===== src/rtl/spi_xfer_arbiter_pkg.sv =====
// Shared types and helpers for the SPI transfer arbiter.
//   state_t  : arbiter FSM states
//   pick_t   : round-robin pick result (found flag + winning id)
//   rr_pick  : first set request bit at or above the pointer, wrapping at n
package spi_arb_pkg;

  localparam int unsigned BYTE_W  = 8;
  localparam int unsigned SS_W    = 2;
  localparam int unsigned MAX_REQ = 8;
  localparam int unsigned ID_W    = 3;

  typedef enum logic [1:0] {
    IDLE  = 2'd0,
    ISSUE = 2'd1,
    WAIT  = 2'd2,
    RESP  = 2'd3
  } state_t;

  typedef struct packed {
    logic            found;
    logic [ID_W-1:0] id;
  } pick_t;

  // Only the low n request bits take part; ptr is always below n.
  function automatic pick_t rr_pick(input logic [MAX_REQ-1:0] req,
                                    input logic [ID_W-1:0]    ptr,
                                    input int unsigned        n);
    pick_t       r;
    int unsigned idx;
    r = '0;
    for (int unsigned i = 0; i < MAX_REQ; i++) begin
      idx = 32'(ptr) + i;
      if (idx >= n) idx = idx - n;
      if ((i < n) && !r.found && req[idx[ID_W-1:0]]) begin
        r.found = 1'b1;
        r.id    = idx[ID_W-1:0];
      end
    end
    return r;
  endfunction

endpackage


===== src/rtl/spi_xfer_arbiter_if.sv =====
// Client + SPI-master-control bundle of the transfer arbiter.
//   req/req_data/req_ss      : per-requester request, byte and slave select
//   ack/rsp_valid            : one-hot grant and completion pulses
//   rsp_data/rsp_err/busy    : response byte, timeout flag, arbiter busy
//   m_toXmit/m_strobe/m_ss   : control toward the SPI master
//   m_Rcvd/m_Ready/m_XmitFull: status from the SPI master
// The slave modport is the arbiter; the master modport is the
// client-and-SPI-master side around it.
interface spi_xfer_arbiter_if #(parameter int unsigned NREQ = 2);
  import spi_arb_pkg::*;

  logic [NREQ-1:0]             req;
  logic [NREQ-1:0][BYTE_W-1:0] req_data;
  logic [NREQ-1:0][SS_W-1:0]   req_ss;
  logic [NREQ-1:0]             ack;
  logic [NREQ-1:0]             rsp_valid;
  logic [BYTE_W-1:0]           rsp_data;
  logic                        rsp_err;
  logic                        busy;
  logic [BYTE_W-1:0]           m_toXmit;
  logic                        m_strobe;
  logic [SS_W-1:0]             m_ss;
  logic [BYTE_W-1:0]           m_Rcvd;
  logic                        m_Ready;
  logic                        m_XmitFull;

  modport slave (
    input  req, req_data, req_ss, m_Rcvd, m_Ready, m_XmitFull,
    output ack, rsp_valid, rsp_data, rsp_err, busy, m_toXmit, m_strobe, m_ss
  );

  modport master (
    output req, req_data, req_ss, m_Rcvd, m_Ready, m_XmitFull,
    input  ack, rsp_valid, rsp_data, rsp_err, busy, m_toXmit, m_strobe, m_ss
  );

endinterface


===== src/rtl/spi_rr_arbiter.sv =====
// Combinational round-robin picker; the pointer register lives in the parent.
//   req   : request vector
//   ptr   : search start position
//   found : any request present
//   id    : winning requester
module spi_rr_arbiter
  import spi_arb_pkg::*;
#(
  parameter int unsigned NREQ = 2
) (
  input  logic [NREQ-1:0]         req,
  input  logic [$clog2(NREQ)-1:0] ptr,
  output logic                    found,
  output logic [$clog2(NREQ)-1:0] id
);

  pick_t pick;

  always_comb begin
    pick  = rr_pick(MAX_REQ'(req), ID_W'(ptr), NREQ);
    found = pick.found;
    id    = pick.id[$clog2(NREQ)-1:0];
  end

endmodule


===== src/rtl/spi_xfer_arbiter.sv =====
// Shares one SPI master control port among NREQ requesters, one byte at a time.
//   clk   : system clock
//   n_rst : asynchronous active-low reset
//   bus   : client request/response and SPI master control (slave modport)
// Flow: IDLE grant -> ISSUE strobe -> WAIT for Ready or timeout -> RESP pulse.
module spi_xfer_arbiter
  import spi_arb_pkg::*;
#(
  parameter int unsigned NREQ    = 2,
  parameter int unsigned TIMEOUT = 1024,
  parameter int unsigned TW      = 11
) (
  input  logic               clk,
  input  logic               n_rst,
  spi_xfer_arbiter_if.slave  bus
);

  localparam int unsigned   IDW     = $clog2(NREQ);
  localparam logic [TW-1:0] TO_LAST = (TIMEOUT == 0) ? '0 : TW'(TIMEOUT - 1);

  state_t          state;
  state_t          next_state;
  logic [IDW-1:0]  ptr;
  logic [IDW-1:0]  id_q;
  logic [IDW-1:0]  pick_id;
  logic            pick_found;
  logic [TW-1:0]   cnt;
  logic            strobe;
  logic            to_hit;

  spi_rr_arbiter #(.NREQ(NREQ)) u_rr (
    .req   (bus.req),
    .ptr   (ptr),
    .found (pick_found),
    .id    (pick_id)
  );

  // Last allowed WAIT cycle without Ready; TIMEOUT of 0 waits forever.
  assign to_hit = (TIMEOUT != 0) && (cnt == TO_LAST);

  // State register.
  always_ff @(posedge clk or negedge n_rst) begin
    if (!n_rst) state <= IDLE;
    else        state <= next_state;
  end

  // Next state and the combinational strobe.
  always_comb begin
    next_state = state;
    strobe     = 1'b0;
    case (state)
      IDLE:  if (pick_found) next_state = ISSUE;
      ISSUE: if (!bus.m_XmitFull) begin
               strobe     = 1'b1;
               next_state = WAIT;
             end
      WAIT:  if (bus.m_Ready || to_hit) next_state = RESP;
      RESP:  next_state = IDLE;
      default: next_state = IDLE;
    endcase
  end

  assign bus.m_strobe = strobe;

  // Grant latch, timeout counter, response capture and RR pointer.
  always_ff @(posedge clk or negedge n_rst) begin
    if (!n_rst) begin
      ptr           <= '0;
      id_q          <= '0;
      cnt           <= '0;
      bus.ack       <= '0;
      bus.rsp_valid <= '0;
      bus.rsp_data  <= '0;
      bus.rsp_err   <= 1'b0;
      bus.busy      <= 1'b0;
      bus.m_toXmit  <= '0;
      bus.m_ss      <= '0;
    end else begin
      bus.ack       <= '0;
      bus.rsp_valid <= '0;
      bus.busy      <= (next_state != IDLE);
      case (state)
        IDLE: if (pick_found) begin
          id_q         <= pick_id;
          bus.m_toXmit <= bus.req_data[pick_id];
          bus.m_ss     <= bus.req_ss[pick_id];
          bus.ack      <= NREQ'(1) << pick_id;
        end
        ISSUE: if (strobe) cnt <= '0;
        WAIT: begin
          if (bus.m_Ready) begin
            bus.rsp_data  <= bus.m_Rcvd;
            bus.rsp_err   <= 1'b0;
            bus.rsp_valid <= NREQ'(1) << id_q;
          end else if (to_hit) begin
            bus.rsp_data  <= '0;
            bus.rsp_err   <= 1'b1;
            bus.rsp_valid <= NREQ'(1) << id_q;
          end else if (cnt != '1) begin
            cnt <= cnt + 1'b1;
          end
        end
        RESP: ptr <= (id_q == IDW'(NREQ - 1)) ? '0 : id_q + 1'b1;
        default: ;
      endcase
    end
  end

endmodule


===== src/flat_wrapper.sv =====
// flat-port wrapper written by rule: the top's interface ports become plain ports
module spi_xfer_arbiter_flat import spi_arb_pkg::*;
#(
  parameter int unsigned NREQ    = 2,
  parameter int unsigned TIMEOUT = 1024,
  parameter int unsigned TW      = 11
)
  (clk, n_rst, bus_req, bus_req_data, bus_req_ss, bus_m_Rcvd, bus_m_Ready, bus_m_XmitFull, bus_ack, bus_rsp_valid, bus_rsp_data, bus_rsp_err, bus_busy, bus_m_toXmit, bus_m_strobe, bus_m_ss);
  spi_xfer_arbiter_if #(.NREQ(NREQ)) bus_i ();
  input  logic clk;
  input  logic n_rst;
  input wire logic [$bits(bus_i.req)-1:0] bus_req;
  input wire logic [$bits(bus_i.req_data)-1:0] bus_req_data;
  input wire logic [$bits(bus_i.req_ss)-1:0] bus_req_ss;
  input wire logic [$bits(bus_i.m_Rcvd)-1:0] bus_m_Rcvd;
  input wire logic [$bits(bus_i.m_Ready)-1:0] bus_m_Ready;
  input wire logic [$bits(bus_i.m_XmitFull)-1:0] bus_m_XmitFull;
  output wire logic [$bits(bus_i.ack)-1:0] bus_ack;
  output wire logic [$bits(bus_i.rsp_valid)-1:0] bus_rsp_valid;
  output wire logic [$bits(bus_i.rsp_data)-1:0] bus_rsp_data;
  output wire logic [$bits(bus_i.rsp_err)-1:0] bus_rsp_err;
  output wire logic [$bits(bus_i.busy)-1:0] bus_busy;
  output wire logic [$bits(bus_i.m_toXmit)-1:0] bus_m_toXmit;
  output wire logic [$bits(bus_i.m_strobe)-1:0] bus_m_strobe;
  output wire logic [$bits(bus_i.m_ss)-1:0] bus_m_ss;
  assign bus_i.req = bus_req;
  assign bus_i.req_data = bus_req_data;
  assign bus_i.req_ss = bus_req_ss;
  assign bus_i.m_Rcvd = bus_m_Rcvd;
  assign bus_i.m_Ready = bus_m_Ready;
  assign bus_i.m_XmitFull = bus_m_XmitFull;
  assign bus_ack = bus_i.ack;
  assign bus_rsp_valid = bus_i.rsp_valid;
  assign bus_rsp_data = bus_i.rsp_data;
  assign bus_rsp_err = bus_i.rsp_err;
  assign bus_busy = bus_i.busy;
  assign bus_m_toXmit = bus_i.m_toXmit;
  assign bus_m_strobe = bus_i.m_strobe;
  assign bus_m_ss = bus_i.m_ss;
  spi_xfer_arbiter #(.NREQ(NREQ), .TIMEOUT(TIMEOUT), .TW(TW)) u_core (.clk(clk), .n_rst(n_rst), .bus(bus_i));
endmodule

===== config.mk =====
export PLATFORM = sky130hd
export DESIGN_NAME = spi_xfer_arbiter_flat
export DESIGN_NICKNAME = d
export VERILOG_FILES = /design/src/rtl/spi_xfer_arbiter_pkg.sv /design/src/rtl/spi_xfer_arbiter_if.sv /design/src/rtl/spi_rr_arbiter.sv /design/src/rtl/spi_xfer_arbiter.sv /design/src/flat_wrapper.sv
export SDC_FILE = /design/constraint.sdc
export NUM_CORES = 1
export LEC_CHECK = 0
export BUFFER_PORTS_ARGS = -buffer_cell sky130_fd_sc_hd__buf_2
export CORE_UTILIZATION = 44
export DETAILED_ROUTE_END_ITERATION = 8
export HOLD_SLACK_MARGIN = 0.03
export PLACE_DENSITY = 0.74
export SLEW_MARGIN = 20
export SYNTH_ARGS = -nofsm -noshare
export SYNTH_HDL_FRONTEND = slang
export SYNTH_SLANG_ARGS = --single-unit

===== constraint.sdc =====
create_clock -name clk -period 1.4 [get_ports clk]
set_input_delay 0.14 -clock clk [delete_from_list [all_inputs] [get_ports clk]]
set_output_delay 0.14 -clock clk [all_outputs]
set_load 0.1 [all_outputs]

Word level (Yosys, flattened, before mapping)
Cells that the tools add are included.
{"block": "word_totals", "reg_bits": 39, "inputBits": 34, "output_inout_bits": 25, "wordCells": 75}
{"block": "classes", "addsub": 5, "order_cmp": 5, "n_eq_ne": 9, "shifts": 2, "mux": 33, "reduce_logical": 10}
{"cell": "$mux 11", "n": 4}
{"cell": "$mux 8", "n": 4}
{"cell": "$pmux 11 s2", "n": 1}
{"cell": "$mux 2", "n": 10}
{"cell": "$add 11x1->11 const B", "n": 1}
{"cell": "$eq 11x10->1 const B", "n": 1}
{"cell": "$ne 11x11->1 const B", "n": 1}
{"cell": "$lt 3x4->1 const B", "n": 2}
{"cell": "$mux 4", "n": 2}
{"cell": "$pmux 2 s4", "n": 1}
{"cell": "$mux 1", "n": 7}
{"cell": "$bmux 1 s3", "n": 2}
{"cell": "$mux 3", "n": 2}
{"cell": "$ne 2x2->1 const B", "n": 3}
{"cell": "$reduce_bool 2->1", "n": 3}
{"cell": "$reduce_and 5->1", "n": 1}
{"cell": "$eq 2x2->1 const B", "n": 2}
{"cell": "$reduce_and 2->1", "n": 2}
{"cell": "$shl 1x1->2 const A", "n": 2}
{"cell": "$sub 1x2->3 const B", "n": 1}
{"cell": "$sub 2x2->3 const B", "n": 1}
{"cell": "$add 1x1->2 const B", "n": 1}
{"cell": "$eq 2x1->1 const B", "n": 1}
{"cell": "$ge 1x2->1 const B", "n": 1}
{"cell": "8 further kinds", "n": 8}

Depth between registers and ports, before layout
{"block": "logic_depth", "word_depth": 11, "depth_mapped": 7, "ltp_nobuf": 5}

Cells and area by module
From an unflattened synthesis, not the netlist that was laid out.
{"block": "unflattened", "cells_unflattened": 167, "hier_area_um2": 1820.5}
{"mod": "spi_xfer_arbiter", "instances": 1, "cells_each": 164, "area_per_inst_um2": 1803.0, "seq_area_each_um2": 975.9}
{"mod": "spi_rr_arbiter", "instances": 1, "cells_each": 3, "area_per_inst_um2": 17.5, "seq_area_each_um2": 0.0}

Worst setup path before layout
Ideal clock, no wire load.
{"block": "synth_timing", "path_type": "register to register", "startpoint": "register u_core.state[1]", "endpoint": "register u_core.cnt[8]", "setup_ns": 0.071, "arrival_ns": 1.919, "setup_slack_ns": -0.590, "stages_incl_launch_ff": 7, "path_buffers": 2, "cell_sequence": "dfrtp_1 > buf_4 > or3b_1 > buf_2 > clkinv_1 > a41o_1 > nor2_1"}
{"block": "synth_via", "elab_chain_len": 4, "elab_cells_between_ends": 10, "classes_between": "eq/ne: 6; mux: 2; reduce/logical: 2"}
{"element": "start, declared", "line": "spi_xfer_arbiter.sv:21", "text": "state_t state;"}
{"element": "start signal, assigned", "line": "spi_xfer_arbiter.sv:44", "text": "else state <= next_state;"}
{"element": "$eq 2x1->1", "line": "spi_xfer_arbiter.sv:51", "text": "case (state)"}
{"element": "$mux 1", "line": "spi_xfer_arbiter.sv:51"}
{"element": "net bus_m_strobe", "line": "flat_wrapper.sv:24", "text": "output wire logic [$bits(bus_i.m_strobe)-1:0] bus_m_strobe;"}
{"element": "$ne 2x2->1 (no line)"}
{"element": "$reduce_and 5->1 (no line)"}
{"element": "end signal, assigned", "line": "spi_xfer_arbiter.sv:100", "text": "cnt <= cnt + 1'b1;"}
{"element": "end, declared", "line": "spi_xfer_arbiter.sv:27", "text": "logic [TW-1:0] cnt;"}
The timed path passes the listed nets, and every way through them passes these cells.
A chain may end at the register's enable or synchronous reset.

Worst setup path in the final report
{"block": "layout_timing", "startpoint": "register u_core.state[0]", "endpoint": "register u_core.cnt[5]"}
{"block": "layout_via", "elab_chain_len": 4, "elab_cells_between_ends": 10, "classes_between": "eq/ne: 6; mux: 2; reduce/logical: 2"}
{"element": "$eq 2x1->1", "line": "spi_xfer_arbiter.sv:51, spi_xfer_arbiter.sv:82"}
{"element": "$mux 1", "line": "spi_xfer_arbiter.sv:51"}
{"element": "$ne 2x2->1 (no line)"}
{"element": "$reduce_and 5->1 (no line)"}
Several ways; a longest one is shown, not always the timed one.

==> metrics.md <==
| Metric | Value |
|---|---|
| Final Total Pwr | 6.65 mW |
| CP Launch Point | u_core.state[0] |
| Initial antenna violation count | 0 |
| RSZ-0062 raised after global routing | yes |
| Outcome | finished with violations |
| Reg2reg start | u_core.state[0] |
| Die Area | 4230 µm² |
| GRT Util Overall | 24.7% |
| Final setup viols | 23 |
| Yosys top cell by area | dfrtp_1 |
| CTS tree | done |
| Worst skew pair latency | 0.30 ns |
| Yosys warnings | 0 |
| Layout cells sized above 1 | 52.7% |
| CP startpoint kind | flip-flop |
| DIE HEIGHT | 65.0 µm |
| Syn Nets | 196 |
| FF-to-FF setup slack | -0.20 ns |
| Crit path DAT | 1.83 ns |
| Worst-path clk slew | 0.07 ns |
| Final Hold Vio Count | 0 |
| Final Util | 73.6% |
| # rows | 22 |
| Max_cap viols | 0 |
| Slew headroom | 67.2% |
| Sequential share of the synthesized area | 55.9% |
| Synthesized area | 1750 µm² |
| Vias | 1704 |
| Tightest Pin Transition | 0.495 ns |
| Layout Nets | 296 |
| Mean Syn Cell Area | 10.8 µm² |
| Clock Skews | 0.00324 ns |
| Share of the synthesized area in the top cell type | 55.9% |
| Worst setup EP type | flip-flop |
| CORE AREA | 3740 µm² |
| Num Clock Sinks | 39 |
| Min-delay worst type | in2reg |
| Overflow after GRT | 0 |
| Max-slew violations | 0 |
| Top cells by area, synth | dfrtp_1, mux2i_1, a22o_1, o21ai_0, nand2_1 |
| Largest net degree at the start of global routing | 21 |
| Failing checks | negative setup slack |
| Fin crit period | 1.60 ns |
| Final period utilization | 114% |
| Initial core utilization | 46.7% |
| H-tree Lvls | 2 |
| Final ANT Viol Nets | 0 |
| First-pass GRT wire length | 7740 µm |
| Final WS setup | -0.199 ns |
| Critical path class | reg2reg |
| Synth Register Bits | 39 |
| Area grow syn2layout | 57.7% |
| Final std cells w/o fill | 308 |
| Chip width | 65.0 µm |
| DPL Wire Length | 3080 µm |
| GPL Wtd Cong | 0.809 |
| CP max FO | 4 |
| DR WL/cell | 15.8 µm |
| Top delay family on crit path | simple AND/OR/NAND/NOR gates |
| Cells after Synth | 161 |
| First-pass detailed-route iteration total | 4 |
| Maximum vdd drop | 2.17 mV |
| Initial DRC Count | 81 |
| Netlist cell types | 37 |
| CP max stage cell | dfrtp_2 |
| # DRC | 0 |
| Max frequency | 626 MHz |
| IO Port Bufs | 58 |
| Pwr dens | 2420 nW/µm² |
| Clock Path Buffers | 2 |
| IO Pins | 59 |
| Crit path buffers/inverters | 2 |
| Min-delay src | bus_m_Rcvd[5] |
| Placed cells | 287 |
| Vias in the first global route | 1616 |
| Average via count per standard cell | 5.53 |
| Worst path required time | 1.63 ns |
| Lkg Pwr | 1.37 nW |
| Crit-path max cell delay | 0.43 ns |
| Post-Route WL | 4860 µm |
| Crit-path cells | buf_6, nor3b_4, buf_4, o311ai_4, or3_1, a21oi_2 |
| ANT cells | 0 |
| Root buf cell | clkbuf_8 |
| CTS buffer count | 5 |
==> where the power goes <==
part / internal (mW) / switching (mW)
Clock: 0.330 / 0.389
Combinational: 1.12 / 3.09
Sequential: 1.51 / 0.218
Total: 2.96 / 3.70
==> cell families (layout without fill, tap and decap cells) <==
logic type,count (synthesis),after routing,synth area share [%]
compound gates,44,45,17.0
fa+ha+maj,1,1,0.716
buf+inv,14,112,3.80
flops,39,39,55.9
mux,10,10,5.73
simple gates,53,53,16.8
==> flip-flops by register name, indices dropped and copies added, names as in the netlist <==
register and flops:
u_core.bus.rsp_valid 2, u_core.state 2, u_core.bus.rsp_err 1, u_core.bus.m_toXmit 8, u_core.ptr 1, u_core.bus.rsp_data 8, u_core.bus.ack 2, u_core.bus.m_ss 2
u_core.id_q 1, u_core.bus.busy 1, u_core.cnt 11
==> timing repair <==
| action | CTS | global route |
|---|---|---|
| buffers inserted | 11 | 5 |
| endpoints found under the setup margin | 33 | 32 |
| gates resized for setup | 31 | 19 |
| pin swaps | 18 | 10 |
| endpoints found under the hold margin | 19 | 0 |
| gates cloned | 1 | 2 |
| hold buffers | 1 | 0 |
==> through the flow <==
stage	area [µm²]	setup TNS [ns]	hold slack, ns	setup slack (ns)
2_1_floorplan	1800	-0.891	-0.156	-0.0748
3_3_place_gp	2350	-0.891	0.120	-0.0796
3_5_place_dp	2350	-2.11	0.122	-0.152
4_1_cts	2640	-1.02	0.0564	-0.138
5_1_grt	2760	-3.96	0.0619	-0.223
6_report	2760	-2.67	0.0580	-0.199
==> placed cells by master, fill, tap and decap left out, types with 4 or more instances in the layout <==
master / Yosys / layout
dfrtp_1: 39 / 38
nand2_1: 14 / 13
nand4_1: 4 / 4
nor2_1: 7 / 4
clkbuf_8: 0 / 5
buf_4: 1 / 27
buf_2: 2 / 57
o21ai_1: 3 / 4
buf_6: 1 / 8
inv_1: 6 / 6
o21ai_0: 12 / 8
a22o_1: 8 / 8
mux2i_1: 10 / 10
==> path summary, 6_finish.rpt <==
kind | endpoint | cells past startpoint
worst max register to register | u_core.cnt[5] | 6
worst min register to register | u_core.bus.m_ss[1] | 2
min in group asynchronous | u_core.cnt[6] | 2
worst max-delay path | u_core.cnt[5] | 6
max in group asynchronous | u_core.state[0] | 3
worst min-delay path | u_core.bus.rsp_data[5] | 2
==> worst register-to-register path, stage by stage, from the launching register on <==
cell and delay, ns:
dfrtp_2 0.43, buf_6 0.13, nor3b_4 0.24, buf_4 0.16, o311ai_4 0.10, or3_1 0.34
a21oi_2 0.13
==> Yosys cell counts, drive strengths merged <==
cell type,n
dfrtp,39
o21ai,15
nand2,14
mux2i,10
a22o,8
nor2,7
a21oi,6
inv,6
nand3,6
buf,4
nand4,4
or3,4
a221o,3
a31oi,3
and2,3
and3,3
and4,3
clkbuf,3
nor3,3
a211oi,2
or3b,2
a2111oi,1
a21o,1
a22oi,1
a32oi,1
a41o,1
and2b,1
clkinv,1
ha,1
nand2b,1
nor3b,1
nor4,1
o21a,1
o311ai,1
==> cell type report <==
type	count	area [µm²]
multi-input cells	109	903
flip-flops and latches	39	977
fillers	267	988
repair buffers	99	699
inverters	7	38.8
clock buffers	5	68.8
clock inverters	1	7.51
well taps	48	60.1
==> layer usage <==
metal | up-vias | routed length (µm) | track usage [%]
met2 | 72 | 2460 | 38.8
met5 | - | 0 | 0
met4 | 0 | 128 | 12.2
met1 | 823 | 2010 | 31.3
met3 | 13 | 259 | 6.34
li1 | 796 | - | -
No activity file was read; power rests on OpenSTA's default activity.
